File: config.mk
export PLATFORM = sky130hd
export DESIGN_NAME = demux_1x4_stream_sched
export DESIGN_NICKNAME = d
export VERILOG_FILES = /design/src/rtl/demux_1x4_stream_sched.sv
export SDC_FILE = /design/constraint.sdc
export NUM_CORES = 1
export LEC_CHECK = 0
export BUFFER_PORTS_ARGS = -buffer_cell sky130_fd_sc_hd__buf_4
export CORE_ASPECT_RATIO = 1.1
export CORE_MARGIN = 2
export CORE_UTILIZATION = 44
export CTS_CLUSTER_DIAMETER = 150
export DETAILED_ROUTE_END_ITERATION = 16
export PLACE_DENSITY = 0.86
export SKIP_CTS_REPAIR_TIMING = 1
export SLEW_MARGIN = 15
export SYNTH_ARGS = -nofsm -noshare
export SYNTH_HDL_FRONTEND = slang
export SYNTH_SLANG_ARGS = --single-unit
File: constraint.sdc
create_clock -name clk -period 2.6 [get_ports clk]
set_input_delay 0.13 -clock clk [delete_from_list [all_inputs] [get_ports clk]]
set_output_delay 0.13 -clock clk [all_outputs]
set_load 0.005 [all_outputs]
File: src/rtl/demux_1x4_stream_sched.sv
// Purpose : packet scheduler/router; steers whole packets of a valid/ready
//           stream to one of four channels (addressed or round-robin).
// Latency : 1 cycle from input accept to out_valid.
// Backpr. : in_ready drops only while the one-deep output buffer holds a
//           beat that its selected channel does not take. Readiness of the
//           other channels is ignored, and round-robin never skips a channel.
//
// Ports:
//   clk, rst        - clock and synchronous active-high reset
//   mode            - 0 addressed (in_dest), 1 round-robin; taken on first beat
//   in_valid/ready  - input beat handshake; in_data, in_last, in_dest payload
//   out_valid[3:0]  - one-hot channel valid; out_ready[3:0] per-channel ready
//   out_data/last   - held beat, shared by all channels
//   busy            - packet open or output buffer full
//   stat_cnt[63:0]  - per-channel 16-bit fired-beat counters
//
// Optional: define DEMUX_SCHED_STATS_EN to build the saturating counters;
//           otherwise stat_cnt is tied to zero.
module demux_1x4_stream_sched #(
   parameter int WIDTH = 8
) (
   input  logic             clk,
   input  logic             rst,
   input  logic             mode,
   input  logic             in_valid,
   output logic             in_ready,
   input  logic [WIDTH-1:0] in_data,
   input  logic             in_last,
   input  logic [1:0]       in_dest,
   output logic [3:0]       out_valid,
   input  logic [3:0]       out_ready,
   output logic [WIDTH-1:0] out_data,
   output logic             out_last,
   output logic             busy,
   output logic [63:0]      stat_cnt
);

   typedef enum logic {IDLE, PKT} state_t;

   state_t     state_q, state_d;
   logic [1:0] rr_ptr;
   logic [1:0] lock_dest;
   logic       lock_rr;     // packet was started in round-robin mode
   logic [1:0] route;
   logic       pkt_rr;      // round-robin flag that applies to this beat
   logic       buf_full;
   logic       out_fire;
   logic       accept;

   assign buf_full = |out_valid;
   assign out_fire = |(out_valid & out_ready);
   assign in_ready = !buf_full || out_fire;
   assign accept   = in_valid && in_ready;
   assign busy     = (state_q == PKT) || buf_full;

   // Next state and route selection. Inside a packet the locked route and the
   // locked mode apply, so mid-packet changes of mode/in_dest are invisible.
   always_comb begin
      state_d = state_q;
      route   = lock_dest;
      pkt_rr  = lock_rr;
      if (state_q == IDLE) begin
         route  = mode ? rr_ptr : in_dest;
         pkt_rr = mode;
      end
      if (accept) begin
         case (state_q)
            IDLE:    if (!in_last) state_d = PKT;
            PKT:     if (in_last)  state_d = IDLE;
            default: state_d = IDLE;
         endcase
      end
   end

   always_ff @(posedge clk) begin
      if (rst) begin
         state_q   <= IDLE;
         rr_ptr    <= 2'd0;
         lock_dest <= 2'd0;
         lock_rr   <= 1'b0;
         out_valid <= 4'b0000;
         out_data  <= '0;
         out_last  <= 1'b0;
      end else begin
         state_q <= state_d;
         if (accept && state_q == IDLE) begin
            lock_dest <= route;
            lock_rr   <= mode;
         end
         if (accept && in_last && pkt_rr)
            rr_ptr <= rr_ptr + 2'd1;
         // A new beat overwrites a firing one in the same cycle: no bubble.
         if (accept) begin
            out_valid <= 4'b0001 << route;
            out_data  <= in_data;
            out_last  <= in_last;
         end else if (out_fire) begin
            out_valid <= 4'b0000;
         end
      end
   end

`ifdef DEMUX_SCHED_STATS_EN
   logic [15:0] cnt [4];

   always_ff @(posedge clk) begin
      if (rst) begin
         for (int n = 0; n < 4; n++) cnt[n] <= 16'd0;
      end else begin
         for (int n = 0; n < 4; n++)
            if (out_valid[n] && out_ready[n] && cnt[n] != 16'hFFFF)
               cnt[n] <= cnt[n] + 16'd1;
      end
   end

   assign stat_cnt = {cnt[3], cnt[2], cnt[1], cnt[0]};
`else
   assign stat_cnt = 64'd0;
`endif

endmodule

### Word level (Yosys, flattened, before mapping)

Cells that the tools add are included.

| operators by class | value |
|---|---|
| $add $sub $neg | 1 |
| reduce and logical (&&, ||, !) cells | 10 |
| bitwise logic cells | 2 |
| mux-type cells | 6 |
| shifts and indexed selects | 1 |

Operators by type and width:

| kind | count |
|---|---|
| 2-to-1 mux 4 bit | 2 |
| OR reduction 4 bit | 2 |
| bitwise AND 4 bit | 1 |
| logical AND 1 bit | 4 |
| 2-to-1 mux 2 bit | 2 |
| left shift 1 x 2 -> 4 bit (first input constant) | 1 |
| adder 2 x 1 -> 2 bit (second input constant) | 1 |
| logical OR 1 bit | 2 |
| 2-to-1 mux 1 bit | 2 |
| nonzero test 2 bit | 1 |
| logical NOT 1 bit | 1 |
| inverter 1 bit | 1 |

| word-level totals | value |
|---|---|
| output and inout bits | 79 |
| register bits | 19 |

### Longest topological paths before layout

| depth | value |
|---|---|
| depth after elaboration | 6 |
| mapped depth | 5 |
| gate-level depth less buffers | 4 |

### Worst setup path after synthesis

OpenSTA, ideal clock, no wires.

| timing | value |
|---|---|
| kind | register -> register |
| from | reg out_valid[2] |
| to | reg state_q |
| clock period less this slack | 1.612 ns |
| arrival time | 1.484 ns |
| buffers on the path | 1 |
| slack | 0.988 ns |
| cell stages (with the launch flop) | 6 |
| data required time | 2.472 ns |
| cells stage by stage | dfxtp_1 a22o_1 o31ai_4 buf_4 mux2i_1 nor2_1 |

| between the ends | value |
|---|---|
| word-level cells in the longest chain between the ends | 4 |
| elaborated cells on any way between the ends | 6 |
| classes of those cells | bitwise (1); reduce/logical (5) |

Ends and longest elaborated chain:

| item | line | text |
|---|---|---|
| from (decl) | 30 | `output logic [3:0] out_valid,` |
| from (signal assigned) | 94 | `out_valid <= 4'b0001 << route;` |
| bitwise AND 4 bit / OR reduction 4 bit (equally long branches) | 51, 50 |  |
| OR reduction 4 bit / logical NOT 1 bit (equally long branches) | 51, 52 |  |
| logical OR 1 bit * | 52 | `assign in_ready = !buf_full \|\| out_fire;` |
| logical AND 1 bit * | 53 | `assign accept = in_valid && in_ready;` |
| to (signal assigned) | 85 | `state_q <= state_d;` |
| to (decl) | 40 | `state_t state_q, state_d;` |

Mark *: on every way between the ends. The rest lies on a longest branch, timed or not.
A chain may end at the register's enable or synchronous reset.

### Worst setup path after layout

| timing | value |
|---|---|
| from | reg out_valid[2] |
| to | reg out_data[3] |

| between the ends | value |
|---|---|
| word-level cells in the longest chain between the ends | 4 |
| elaborated cells on any way between the ends | 6 |
| classes of those cells | bitwise (1); reduce/logical (5) |

Ends and longest elaborated chain:

| item | line | text |
|---|---|---|
| bitwise AND 4 bit / OR reduction 4 bit (equally long branches) | 51, 50 |  |
| OR reduction 4 bit / logical NOT 1 bit (equally long branches) | 51, 52 |  |
| logical OR 1 bit * | 52 |  |
| logical AND 1 bit * | 53 |  |
| to (signal assigned) | 95 | `out_data <= in_data;` |
| to (decl) | 32 | `output logic [WIDTH-1:0] out_data,` |

Marked as above.

==> out/metrics.cfg <==
[final_layout]
final_common_cell = sky130_fd_sc_hd__conb_1
final_net_count = 203
layout_common_cells = sky130_fd_sc_hd__conb_1 (64), sky130_fd_sc_hd__buf_4 (34), sky130_fd_sc_hd__dfxtp_1 (19)
drive_above_1_share_pct = 22.95
num_antenna_cells = 0
area_delta_synth_final_pct = 4.575

[logic_synthesis]
synth.yosys.seq_area_share_pct = 28.38
mappedNetlistArea_sq_um = 1340
post_synth_inst_count = 150
yosys_warnings = 0
library_cells_used_by_synthesis = 26
post_synth.cell_area_avg_sq_um = 8.934
flops_latches_synth = 19

[floorplan]
die_width_microns = 56.62
design.core.area_sq_um = 2969
io_pins = 98
die-height_microns = 61.88
rows = 21
initial_core_util_pct = 45.13
floorplan.die_area_sq_um = 3504

[clock_network]
cts.path.max_buffers = 2
clkSlewWorstSetupHoldPaths_ns = 0.10
cts_bufs_inserted = 3
h-tree-depth = 1
cts_sink_cnt = 19
cts_root_buffer = sky130_fd_sc_hd__clkbuf_4
tritoncts_clock_tree = built
clkLatencyLatePin_ns = 0.29

[drt]
via_count = 901
routed_wirelength_microns = 2092
drt_pre_antenna_iters = 4
route.detailed.drc = 0
antenna_left = 0
vias_per_cell = 4.152
initialDrtViolationCount = 13
wire_per_inst_microns = 9.641

[grt]
grt_pass1_vias = 765
number_of_antenna_violations_at_the_first_check_in_global_routing = 0
first_pass_grt_wire_length_microns = 3256
grt.overflow.total = 0
largest_net_degree_at_the_start_of_global_routing = 20
track_usage_pct = 12.19

[place]
detailedPlacementHpwl_microns = 1713
buffer_ports.inserted = 33
gpl.final_weighted_congestion = 0.7592

[setup_path]
endpoint_kind = flip-flop
timing.critical_path.arrival_ns = 1.98
launching_element_type_of_the_critical_path = flip-flop
critPathRequiredTime_ns = 2.79
reg2reg_slack_ns = 0.81
timing_worst_setup_path_type = flip-flop to flip-flop
cp_max_fanout = 10

[timing]
max_slew_margin_pct = 66.20
timing_worst_slew_pin_value_ns = 0.5061
worst_clock_skew_ns = 0.002759
setup-violations-final = 0
fin_max_slew_vios = 0
timing.setup.tns_ns = 0
clock.fmax_mhz = 559.2
timing_hold_violations_final = 0
rsz_0062_raised_after_global_routing = false
final.min_clock_period_ns = 1.788
final_min_period_over_clock_period_pct = 68.78

[run]
drv.max_cap_violation_count = 0

[power_and_ir_drop]
total_power_uw = 708.7
p_leak_uw = 0.0007423
power_density_nw_per_um2 = 505.7
ir_drop_mv = 0.4053

[worst_hold_path]
hold_path_class = input pin to flip-flop

[outcome]
run_status = finished, final reports clean

==> registers in the layout (all words and copies together), names as in the netlist <==
register   count
rr_ptr         2
lock_dest      2
out_last       1
out_data       8
state_q        1
lock_rr        1
out_valid      4
==> cells in the mapped netlist <==
cell type / number / area share, %
sky130_fd_sc_hd__a21oi_1: 2 / 0.75
sky130_fd_sc_hd__nand2_1: 2 / 0.56
sky130_fd_sc_hd__nand3_1: 1 / 0.37
sky130_fd_sc_hd__nor2_1: 14 / 3.9
sky130_fd_sc_hd__buf_4: 65 / 36
sky130_fd_sc_hd__buf_1: 1 / 0.28
sky130_fd_sc_hd__nor3_1: 6 / 2.2
sky130_fd_sc_hd__o31ai_1: 1 / 0.56
sky130_fd_sc_hd__a2111oi_2: 1 / 1.1
sky130_fd_sc_hd__conb_1: 1 / 0.28
sky130_fd_sc_hd__a311oi_1: 1 / 0.65
sky130_fd_sc_hd__o21ai_1: 1 / 0.37
sky130_fd_sc_hd__nor4_4: 1 / 1.6
sky130_fd_sc_hd__nand2b_1: 1 / 0.47
sky130_fd_sc_hd__a32o_1: 2 / 1.5
sky130_fd_sc_hd__mux2i_1: 13 / 9.7
sky130_fd_sc_hd__dfxtp_1: 19 / 28
sky130_fd_sc_hd__clkbuf_1: 2 / 0.56
sky130_fd_sc_hd__inv_1: 3 / 0.84
sky130_fd_sc_hd__mux2_2: 2 / 1.7
sky130_fd_sc_hd__or4_1: 2 / 1.1
sky130_fd_sc_hd__a22oi_1: 2 / 1.1
sky130_fd_sc_hd__a22o_1: 4 / 2.6
sky130_fd_sc_hd__mux2_1: 1 / 0.84
sky130_fd_sc_hd__o31ai_4: 1 / 1.6
sky130_fd_sc_hd__nor2b_1: 1 / 0.47
==> stage by stage <==
| step | area (sq um) | setup WS, ns | utilization [%] | cells | hold slack, ns |
|---|---|---|---|---|---|
| after floorplan | 1577 | 0.9883 | - | 213 | 0.2660 |
| after global placement | 1375 | 0.9235 | 46.31 | 213 | 0.3582 |
| after detailed placement | 1375 | 0.8297 | 46.31 | 213 | 0.3675 |
| after CTS | 1401 | 0.8047 | 47.20 | 217 | 0.05341 |
| after global routing | 1401 | 0.7085 | 47.20 | 217 | 0.05936 |
| final | 1401 | 0.8116 | 47.20 | 217 | 0.05736 |
==> kinds of logic after synthesis <==
group                  synth area share [%]
DFF                                   28.38
and+or+nand+nor                       10.74
other                                0.2798
AOI/OAI and AO/OA                     10.27
muxes                                 12.23
buffers and inverters                 38.10
==> worst paths after layout <==
path / startpoint / endpoint / cells past startpoint
setup / recovery: out_valid[2] / out_data[3] / 5
hold / removal: in_data[1] / out_data[1] / 3
setup reg to reg: out_valid[2] / out_data[3] / 5
hold reg to reg: lock_rr / lock_rr / 2
==> cell type report <==
class | instances | area (sq um)
inverters | 3 | 11.26
clock buffers | 4 | 26.28
fillers | 305 | 1568
multi-input cells | 123 | 685.7
well taps | 34 | 42.54
repair buffers | 34 | 255.2
flip-flops and latches | 19 | 380.4
==> metal layers <==
| metal | GRT usage [%] | share of wire (%) | vias up |
|---|---|---|---|
| met2 | 20.93 | 49 | 55 |
| li1 | - | - | 441 |
| met1 | 13.67 | 39 | 400 |
| met3 | 3.727 | 10 | 5 |
| met5 | 0 | 0 | - |
| met4 | 7.143 | 2.1 | 0 |
==> worst max-delay path: stages, from the launching register on <==
cell	delay, ns
sky130_fd_sc_hd__dfxtp_1	0.39
sky130_fd_sc_hd__a22o_1	0.29
sky130_fd_sc_hd__o31ai_4	0.42
sky130_fd_sc_hd__buf_4	0.29
sky130_fd_sc_hd__mux2i_1	0.24
sky130_fd_sc_hd__nor2_1	0.06
==> power by group <==
group / switching, uW / internal, uW
Combinational: 108 / 109
Clock: 87.5 / 59.7
Sequential: 25.1 / 319
Note: power is estimated with default switching activity, not from simulation.
